**config.mk**
```make
export PLATFORM = sky130hd
export DESIGN_NAME = cluster_tx_scheduler
export DESIGN_NICKNAME = d
export VERILOG_FILES = /design/src/rtl/cluster_tx_scheduler.sv
export SDC_FILE = /design/constraint.sdc
export NUM_CORES = 2
export LEC_CHECK = 0
export ABC_AREA = 1
export CELL_PAD_IN_SITES_DETAIL_PLACEMENT = 1
export CELL_PAD_IN_SITES_GLOBAL_PLACEMENT = 1
export CORE_ASPECT_RATIO = 0.6
export CORE_UTILIZATION = 40
export DETAILED_ROUTE_END_ITERATION = 10
export PLACE_DENSITY_LB_ADDON = 0.1
export SLEW_MARGIN = 5
export SYNTH_ARGS = -nofsm -noshare
export SYNTH_HDL_FRONTEND = slang
export SYNTH_SLANG_ARGS = --single-unit
export TNS_END_PERCENT = 20
```
**constraint.sdc**
```tcl
create_clock -name clock4x -period 10.2 [get_ports clock4x]
set_clock_uncertainty 0.05 [all_clocks]
set_input_delay 1.53 -clock clock4x [delete_from_list [all_inputs] [get_ports clock4x]]
set_output_delay 1.53 -clock clock4x [all_outputs]
set_load 0.05 [all_outputs]
```
**src/rtl/cluster_tx_scheduler.sv**
```systemverilog
// Per-BX cluster scheduler: compacts valid clusters into a multi-write circular
// buffer and drains one cluster per clock4x cycle onto the trigger link.
module cluster_tx_scheduler #(
  parameter int unsigned DEPTH = 16,
  parameter int unsigned CNT_W = 16
) (
  input  logic                     clock4x,
  input  logic                     global_reset,
  input  logic                     cluster_valid,
  input  logic [13:0]              cluster0,
  input  logic [13:0]              cluster1,
  input  logic [13:0]              cluster2,
  input  logic [13:0]              cluster3,
  input  logic [13:0]              cluster4,
  input  logic [13:0]              cluster5,
  input  logic [13:0]              cluster6,
  input  logic [13:0]              cluster7,
  input  logic                     resync,
  output logic [13:0]              tx_data,
  output logic                     tx_valid,
  output logic                     tx_frame_start,
  output logic [$clog2(DEPTH):0]   occupancy,
  output logic [CNT_W-1:0]         drop_cnt,
  output logic                     overflow
);

  localparam int unsigned AW  = $clog2(DEPTH);
  localparam int unsigned OW  = AW + 1;
  localparam int unsigned NCL = 8;
  localparam int unsigned CW  = 14;
  localparam int unsigned SW  = CNT_W + 1;
  localparam logic [CW-1:0] IDLE_WORD = 14'h07FF;
  localparam logic [10:0]   ADR_LIMIT = 11'd1536;

  logic [CW-1:0]    mem_q [DEPTH];
  logic [AW-1:0]    wptr_q, wptr_d;
  logic [AW-1:0]    rptr_q, rptr_d;
  logic [OW-1:0]    occ_q, occ_d;
  logic [1:0]       phase_q, phase_d;
  logic [CW-1:0]    tx_data_q, tx_data_d;
  logic             tx_valid_q, tx_valid_d;
  logic             tx_fs_q, tx_fs_d;
  logic [CNT_W-1:0] drop_q, drop_d;
  logic             ovf_q, ovf_d;

  logic [CW-1:0]    cl     [NCL];
  logic [OW-1:0]    rank   [NCL];
  logic [AW-1:0]    waddr  [NCL];
  logic [NCL-1:0]   valid;
  logic [NCL-1:0]   wr_en;
  logic [OW-1:0]    n_valid;
  logic [OW-1:0]    free_slots;
  logic [OW-1:0]    n_wr;
  logic [OW-1:0]    n_drop;
  logic [SW-1:0]    drop_sum;
  logic             accept;
  logic             pop;

  always_comb begin
    cl[0] = cluster0;
    cl[1] = cluster1;
    cl[2] = cluster2;
    cl[3] = cluster3;
    cl[4] = cluster4;
    cl[5] = cluster5;
    cl[6] = cluster6;
    cl[7] = cluster7;
  end

  // Idle (0x7FF) and any address beyond the last strip are not real clusters
  always_comb begin
    valid = '0;
    for (int i = 0; i < NCL; i++) begin
      valid[i] = (cl[i][10:0] < ADR_LIMIT);
    end
  end

  // Rank = position of a valid cluster among the valid ones, in index order
  always_comb begin
    n_valid = '0;
    for (int i = 0; i < NCL; i++) begin
      rank[i] = n_valid;
      if (valid[i]) begin
        n_valid = n_valid + OW'(1);
      end
    end
  end

  always_comb begin
    accept     = cluster_valid && !resync;
    pop        = (occ_q != '0) && !resync;
    free_slots = OW'(DEPTH) - occ_q;
    n_wr       = '0;
    n_drop     = '0;
    if (accept) begin
      n_wr   = (n_valid < free_slots) ? n_valid : free_slots;
      n_drop = n_valid - n_wr;
    end
    for (int i = 0; i < NCL; i++) begin
      wr_en[i] = accept && valid[i] && (rank[i] < free_slots);
      waddr[i] = wptr_q + AW'(rank[i]);
    end
  end

  always_comb begin
    wptr_d     = wptr_q + AW'(n_wr);
    rptr_d     = rptr_q + AW'(pop);
    occ_d      = occ_q + n_wr - OW'(pop);
    phase_d    = phase_q + 2'd1;
    tx_data_d  = pop ? mem_q[rptr_q] : IDLE_WORD;
    tx_valid_d = pop;
    tx_fs_d    = !resync && (phase_q == 2'd0);
    drop_sum   = SW'(drop_q) + SW'(n_drop);
    drop_d     = drop_sum[CNT_W] ? '1 : drop_sum[CNT_W-1:0];
    ovf_d      = ovf_q || (n_drop != '0);
    if (resync) begin
      wptr_d  = '0;
      rptr_d  = '0;
      occ_d   = '0;
      phase_d = '0;
    end
  end

  always_ff @(posedge clock4x) begin
    if (global_reset) begin
      wptr_q     <= '0;
      rptr_q     <= '0;
      occ_q      <= '0;
      phase_q    <= '0;
      tx_data_q  <= IDLE_WORD;
      tx_valid_q <= 1'b0;
      tx_fs_q    <= 1'b0;
      drop_q     <= '0;
      ovf_q      <= 1'b0;
    end else begin
      wptr_q     <= wptr_d;
      rptr_q     <= rptr_d;
      occ_q      <= occ_d;
      phase_q    <= phase_d;
      tx_data_q  <= tx_data_d;
      tx_valid_q <= tx_valid_d;
      tx_fs_q    <= tx_fs_d;
      drop_q     <= drop_d;
      ovf_q      <= ovf_d;
    end
  end

  // Storage needs no reset: occupancy alone decides what is ever read out
  always_ff @(posedge clock4x) begin
    for (int i = 0; i < NCL; i++) begin
      if (!global_reset && wr_en[i]) begin
        mem_q[waddr[i]] <= cl[i];
      end
    end
  end

  assign tx_data        = tx_data_q;
  assign tx_valid       = tx_valid_q;
  assign tx_frame_start = tx_fs_q;
  assign occupancy      = occ_q;
  assign drop_cnt       = drop_q;
  assign overflow       = ovf_q;

endmodule

```
After elaboration in Yosys (flattened, before gate mapping)
Memories as Yosys holds them, arrays and structs flattened. A register that Yosys moved wholly into a read port is not among the register bits.
Cells that the tools add are included.
Storage, ports and cells
  register bits after elaboration: 34
  RAM bits: 224
  bits of input ports: 116
  memories kept: 1
Operators by class
  $add $sub $neg: 22
  order comparisons: 17
  multiplexer cells: 28
  bitwise logic cells: 1
  reductions and logical operators: 35
Memories
  mem_q: depth 16, bits a word 14, read ports 1, clocked after memory_dff 1, wr ports 8, line 35  | logic [CW-1:0] mem_q [DEPTH];
Operator list (number)
  $lt A11 B11 Y1 const B: 8
  $mux W5: 10
  $lt A5 B5 Y1: 8
  $add A5 B1 Y5 const B: 7
  $add A4 B4 Y4: 8
  $logic_and A1 B1 Y1: 27
  $add A16 B5 Y17: 1
  $mux W1: 17
  $mux W16: 1
  $reduce_bool A5 Y1: 2
  $add A5 B5 Y5: 1
  $lt A1 B5 Y1 const A: 1
  $sub A5 B1 Y5: 1
  $sub A5 B5 Y5: 1
  $sub A5 B5 Y5 const A: 1
  $add A4 B1 Y4: 1
  $reduce_or A2 Y1: 2
  $add A2 B1 Y2 const B: 1
  $logic_not A1 Y1: 2
  $logic_not A2 Y1: 1
  $logic_or A1 B1 Y1: 1
  $not A1 Y1: 1

Depth between registers and ports, before layout
  depth after elaboration: 22
  gate-level depth with buffers: 57
  mapped depth without buffers: 56

Least setup slack after synthesis
Ideal clock, no wire load.
  path kind: input to register
  start: in cluster0[9]
  end: reg drop_q[13], in the netlist drop_cnt[13]
  library setup time: 0.115 ns
  arrival time: 9.185 ns
  required time: 10.035 ns
  path slack: 0.850 ns
  cell stages on the path: 49
  path through: clkbuf_1 -> nand2_1 -> ha_1 -> inv_1 -> nand2_2 -> nand2_2 -> ha_1 -> nand2_1 -> nand2_1 -> ha_1 -> or2_1 -> nand2_2 -> inv_2 -> ha_1 -> nand2_1 -> nand2_1 -> ha_1 -> or2_2 -> (+13 left out) -> ha_1 -> inv_1 -> fa_1 -> o21ai_0 -> a21oi_1 -> ha_1 -> nand3_1 -> nand2_1 -> a21oi_1 -> o21ai_0 -> nand3_1 -> nand3b_1 -> nor2_1 -> nand2_1 -> nor2_1 -> xor2_1 -> o21ai_0 -> inv_1
Between the ends
  word-level cells in the longest chain between the ends: 22
RTL lines
  from (decl): line 10  | input logic [13:0] cluster0,
  $lt A11 B11 Y1 *: line 74  | valid[i] = (cl[i][10:0] < ADR_LIMIT);
  $mux W1 *: line 83  | if (valid[i]) begin
  $add A5 B1 Y5: line 84  | n_valid = n_valid + OW'(1);
  $mux W5 *: line 83
  $add A5 B1 Y5: line 84
  $mux W5 *: line 83
  $add A5 B1 Y5: line 84
  $mux W5 *: line 83
  (+6 left out)
  $add A5 B1 Y5: line 84
  $mux W5 *: line 83
  $lt A5 B5 Y1: line 96  | n_wr = (n_valid < free_slots) ? n_valid : free_slots;
  $mux W5: line 96
  $sub A5 B5 Y5 *: line 97  | n_drop = n_valid - n_wr;
  $mux W5 *: line 95  | if (accept) begin
  $add A16 B5 Y17 *: line 113  | drop_sum = SW'(drop_q) + SW'(n_drop);
  $mux W16 *: line 114  | drop_d = drop_sum[CNT_W] ? '1 : drop_sum[CNT_W-1:0];
  to (signal assigned): line 143  | drop_q <= drop_d;
  to (decl): line 43  | logic [CNT_W-1:0] drop_q, drop_d;
Mark *: on every way between the ends. The rest lies on a longest branch, timed or not.
A chain may end at the register's enable or synchronous reset.

Final worst setup path
  start: in cluster1[10]
  end: reg drop_q[15], in the netlist drop_cnt[15]
Between the ends
  word-level cells in the longest chain between the ends: 20
RTL lines
  from (decl): line 11  | input logic [13:0] cluster1,
  $lt A11 B11 Y1 *: line 74
  $mux W5 *: line 83
  $add A5 B1 Y5: line 84
  $mux W5 *: line 83
  $add A5 B1 Y5: line 84
  $mux W5 *: line 83
  $add A5 B1 Y5: line 84
  $mux W5 *: line 83
  (+4 left out)
  $add A5 B1 Y5: line 84
  $mux W5 *: line 83
  $lt A5 B5 Y1: line 96
  $mux W5: line 96
  $sub A5 B5 Y5 *: line 97
  $mux W5 *: line 95
  $add A16 B5 Y17 *: line 113
  $mux W16 *: line 114
Marked as above.

==> summary.md <==
| Metric | Value |
|---|---|
| Post-Place Worst Slack | -0.360 ns |
| CTS H-tree lvls | 1 |
| Critical path buffers and inverters | 11 |
| Startpoint Class | input pin |
| Synth warnings | 0 |
| Share of cells above drive strength 1 | 0.0830 |
| # rows | 78 |
| Initial core utilization | 0.405 |
| DR vias/cell | between 7 and 8 |
| HPWL Detailed | 167 mm |
| GR Overflow Total | 0 |
| Cell Area, Placed | around 33000 sq um |
| Req. time, crit path | 10.73 ns |
| Cell mode on critical path | nand2_1 |
| Number of antenna violations at the first check in global routing | 14 |
| Setup WS post-layout | 0.660 ns |
| Post-synthesis sequential area ratio | 0.251 |
| Hold Crit Depth | 1 |
| Final Max Tran Viols | 0 |
| Drt total wl | 215 mm |
| FF-to-FF Start | wptr_q[1] |
| Slew Limit Headroom | 0.0649 |
| Hold_ws | around 0.38 ns |
| Critical Path End Type | flip-flop |
| Post-synth ARST share | 0 |
| Synth top area share | 0.219 |
| RePlAce Congestion | ~1.1 |
| Largest area contributor in the netlist | edfxtp_1 |
| Fin crit share | 0.935 |
| Area Growth Syn to Fin | 10.9% |
| Fmax | 105 MHz |
| Final Net Count | just over 5000 |
| Synth Instances | between 4000 and 5000 |
| Unrepaired setup endpoints after global routing | false |
| CTS tree | done |
| Count leader, synth | nand2_1 |
| DIE AREA | approximately 78000 sq um |
| Syn_area_per_cell | 6.17 sq um |
| Core area | between 70000 and 80000 sq um |
| Clock slew at the register clock pins of the worst setup and hold paths | 0.07 ns |
| Worst path top cell family by delay | simple AND/OR/NAND/NOR gates |
| CTS Buf Count | 27 |
| Power Density | ~180 nW/um^2 |
| Design area | about 34000 sq um |
| Hold violation count in the final report | 0 |
| Final setup violation count | 0 |
| Pin count of the biggest net entering global routing | between 60 and 70 |
| Number of max-cap violations | 0 |
| Clock sink total | between 200 and 300 |
| Status | completed |
| Routed WL per cell | 36.1 microns |
| Leak | roughly 15 nW |
| Post-synth EDFFs | about 220 |
| Fillers | approximately 10000 |
| Buffers on Ports | 153 |
| Routed Antenna Nets | 0 |
| Vias in the first global route | 38541 |
| Hold wc startpoint | phase_q[0] |
| Tmin final | 9.54 ns |
| Critical Path Fanout Max | 5 |
| Slowest stage cell, crit path | clkdlybuf4s50_1 |
| Worst R2R End | mem_q[15][1] |
| 1st-pass router iterations | 10 |
| Max IR drop VDD | 135 uV |
| Residual DRC | 0 |
| Top cells by area, synth | edfxtp_1 (22%), nand2_1 (16%), a21oi_1 (12%) |
| R2R cell count | 13 |
| Synthesis-stage register bit count | ~270 |
| Global-route wire length before repair | 293 mm |
| Iteration-0 DRC Markers | 8482 |
| # hold bufs at CTS | 0 |
| IO Count | 154 |
| Crit Path Class | input pin to flip-flop |
| Cell Area, Synth | 30700 sq um |
| Overall routing resource usage | 0.530 |
| Vias | about 42000 |
| Hold endpoint | phase_q[0] |
| Setup slack, reg-to-reg | a little under 4 ns |
| Die Span X | 359 microns |
| Root Driver | clkbuf_16 |
| Clock Latency Late Sink | between 0.6 and 0.7 ns |
| Synth Flop Type | edfxtp_1 |
| Hold WC Path Type | flip-flop to flip-flop |
| Actual slew at the worst max-slew pin | approximately 1.4 ns |
| Distinct cells, synth | between 60 and 70 |
| Die H | ~220 microns |
| Post-synth top cells | nand2_1 (1278), a21oi_1 (758), nand3_1 (551) |
| CP arrival | 10.07 ns |
| Max clock buf depth | 3 |
| CP max stage delay | 0.45 ns |
-- power breakdown --
part	leakage [nW]	switching, mW	internal (mW)
Clock	0.451	0.523	0.577
Combinational	11.7	2.45	0.929
Sequential	2.42	0.0809	1.40
-- per-stage QoR --
step                      total power [mW]  TNS (ns)   util  std cells
final                                 5.96         0  0.449       5958
after global routing                  6.09         0  0.449       5952
after CTS                             5.73         0  0.448       5951
after detailed placement              4.65     -2.01  0.436       5901
after global placement                4.58         0  0.436       5901
after floorplan                       3.29         0      -       4975
-- registers in the layout, summed over array words and instances (netlist names) --
register,count
drop_cnt,16
mem_q,224
occupancy,5
overflow,1
phase_q,2
rptr_q,4
tx_data,14
tx_frame_start,1
tx_valid,1
wptr_q,4
-- cells in the final DEF, fill, tap and decap left out, drive strengths merged, types with 153 or more instances in the layout --
cell           netlist  routed
edfxtp             224     224
nor2               424     424
nand2             1311    1311
o21ai              332     332
buf                150     173
clkdlybuf4s50        0     153
a21oi              758     758
inv                365     367
o211ai             154     154
nand3              567     567
-- worst max path at each step --
| stage | startpoint | end | slack [ns] | depth (start not counted) |
|---|---|---|---|---|
| detailed placement | cluster0[9] | drop_cnt[10] | -0.36 | 52 |
| global placement | cluster0[9] | drop_cnt[13] | 0.0006 | 48 |
| floorplan | cluster0[9] | drop_cnt[13] | 0.85 | 49 |
| global route | cluster1[10] | drop_cnt[13] | 0.01 | 54 |
| CTS | cluster0[9] | drop_cnt[10] | 0.27 | 52 |
| finish | cluster1[10] | drop_cnt[15] | 0.66 | 55 |
-- kinds of logic after synthesis --
| group | count (synthesis) | synth area share |
|---|---|---|
| flops | 272 | 0.251 |
| other cells | 1 | 0.000122 |
| fa+ha+maj | 82 | 0.0359 |
| xor+xnor | 32 | 0.00963 |
| simple gates | 2441 | 0.351 |
| buf+inv | 777 | 0.103 |
| compound gates | 1369 | 0.249 |
-- routing by layer --
| layer | share of wire | up-vias | global-route usage | routed length [microns] |
|---|---|---|---|---|
| li1 | - | 16917 | - | - |
| met1 | 0.39 | 20345 | 0.726 | 84500 |
| met2 | 0.36 | 3893 | 0.683 | 78100 |
| met3 | 0.20 | 728 | 0.287 | 42600 |
| met4 | 0.047 | 10 | 0.196 | 10100 |
| met5 | 0.00035 | - | 0 | 76 |
-- final cells by class --
cell class,count,area (sq um),share of cell area
multi-input cells,3926,19900,0.584
flip-flops and latches,272,7690,0.226
repair buffers,326,2830,0.0833
inverters,378,1430,0.0422
well taps,1000,1250,0.0368
clock buffers,34,744,0.0219
clock inverters,16,163,0.00478
diodes,6,15.0,0.000442
-- worst register-to-register path, delay by kind of cell (launching register included) --
family	cells	cell delay, ns
adder cells (fa/ha/maj)	1	0.60
AND/OR/NAND/NOR	6	2.90
buffers and inverters	5	1.58
XOR/XNOR	1	0.42
flip-flops	1	0.31
-- timing repair --
| action | in CTS | in global routing |
|---|---|---|
| resized for setup | 0 | 12 |
| endpoints found under the setup margin | 0 | 16 |
| buffers inserted | 0 | 1 |
Power figures use the tool's default switching activity.
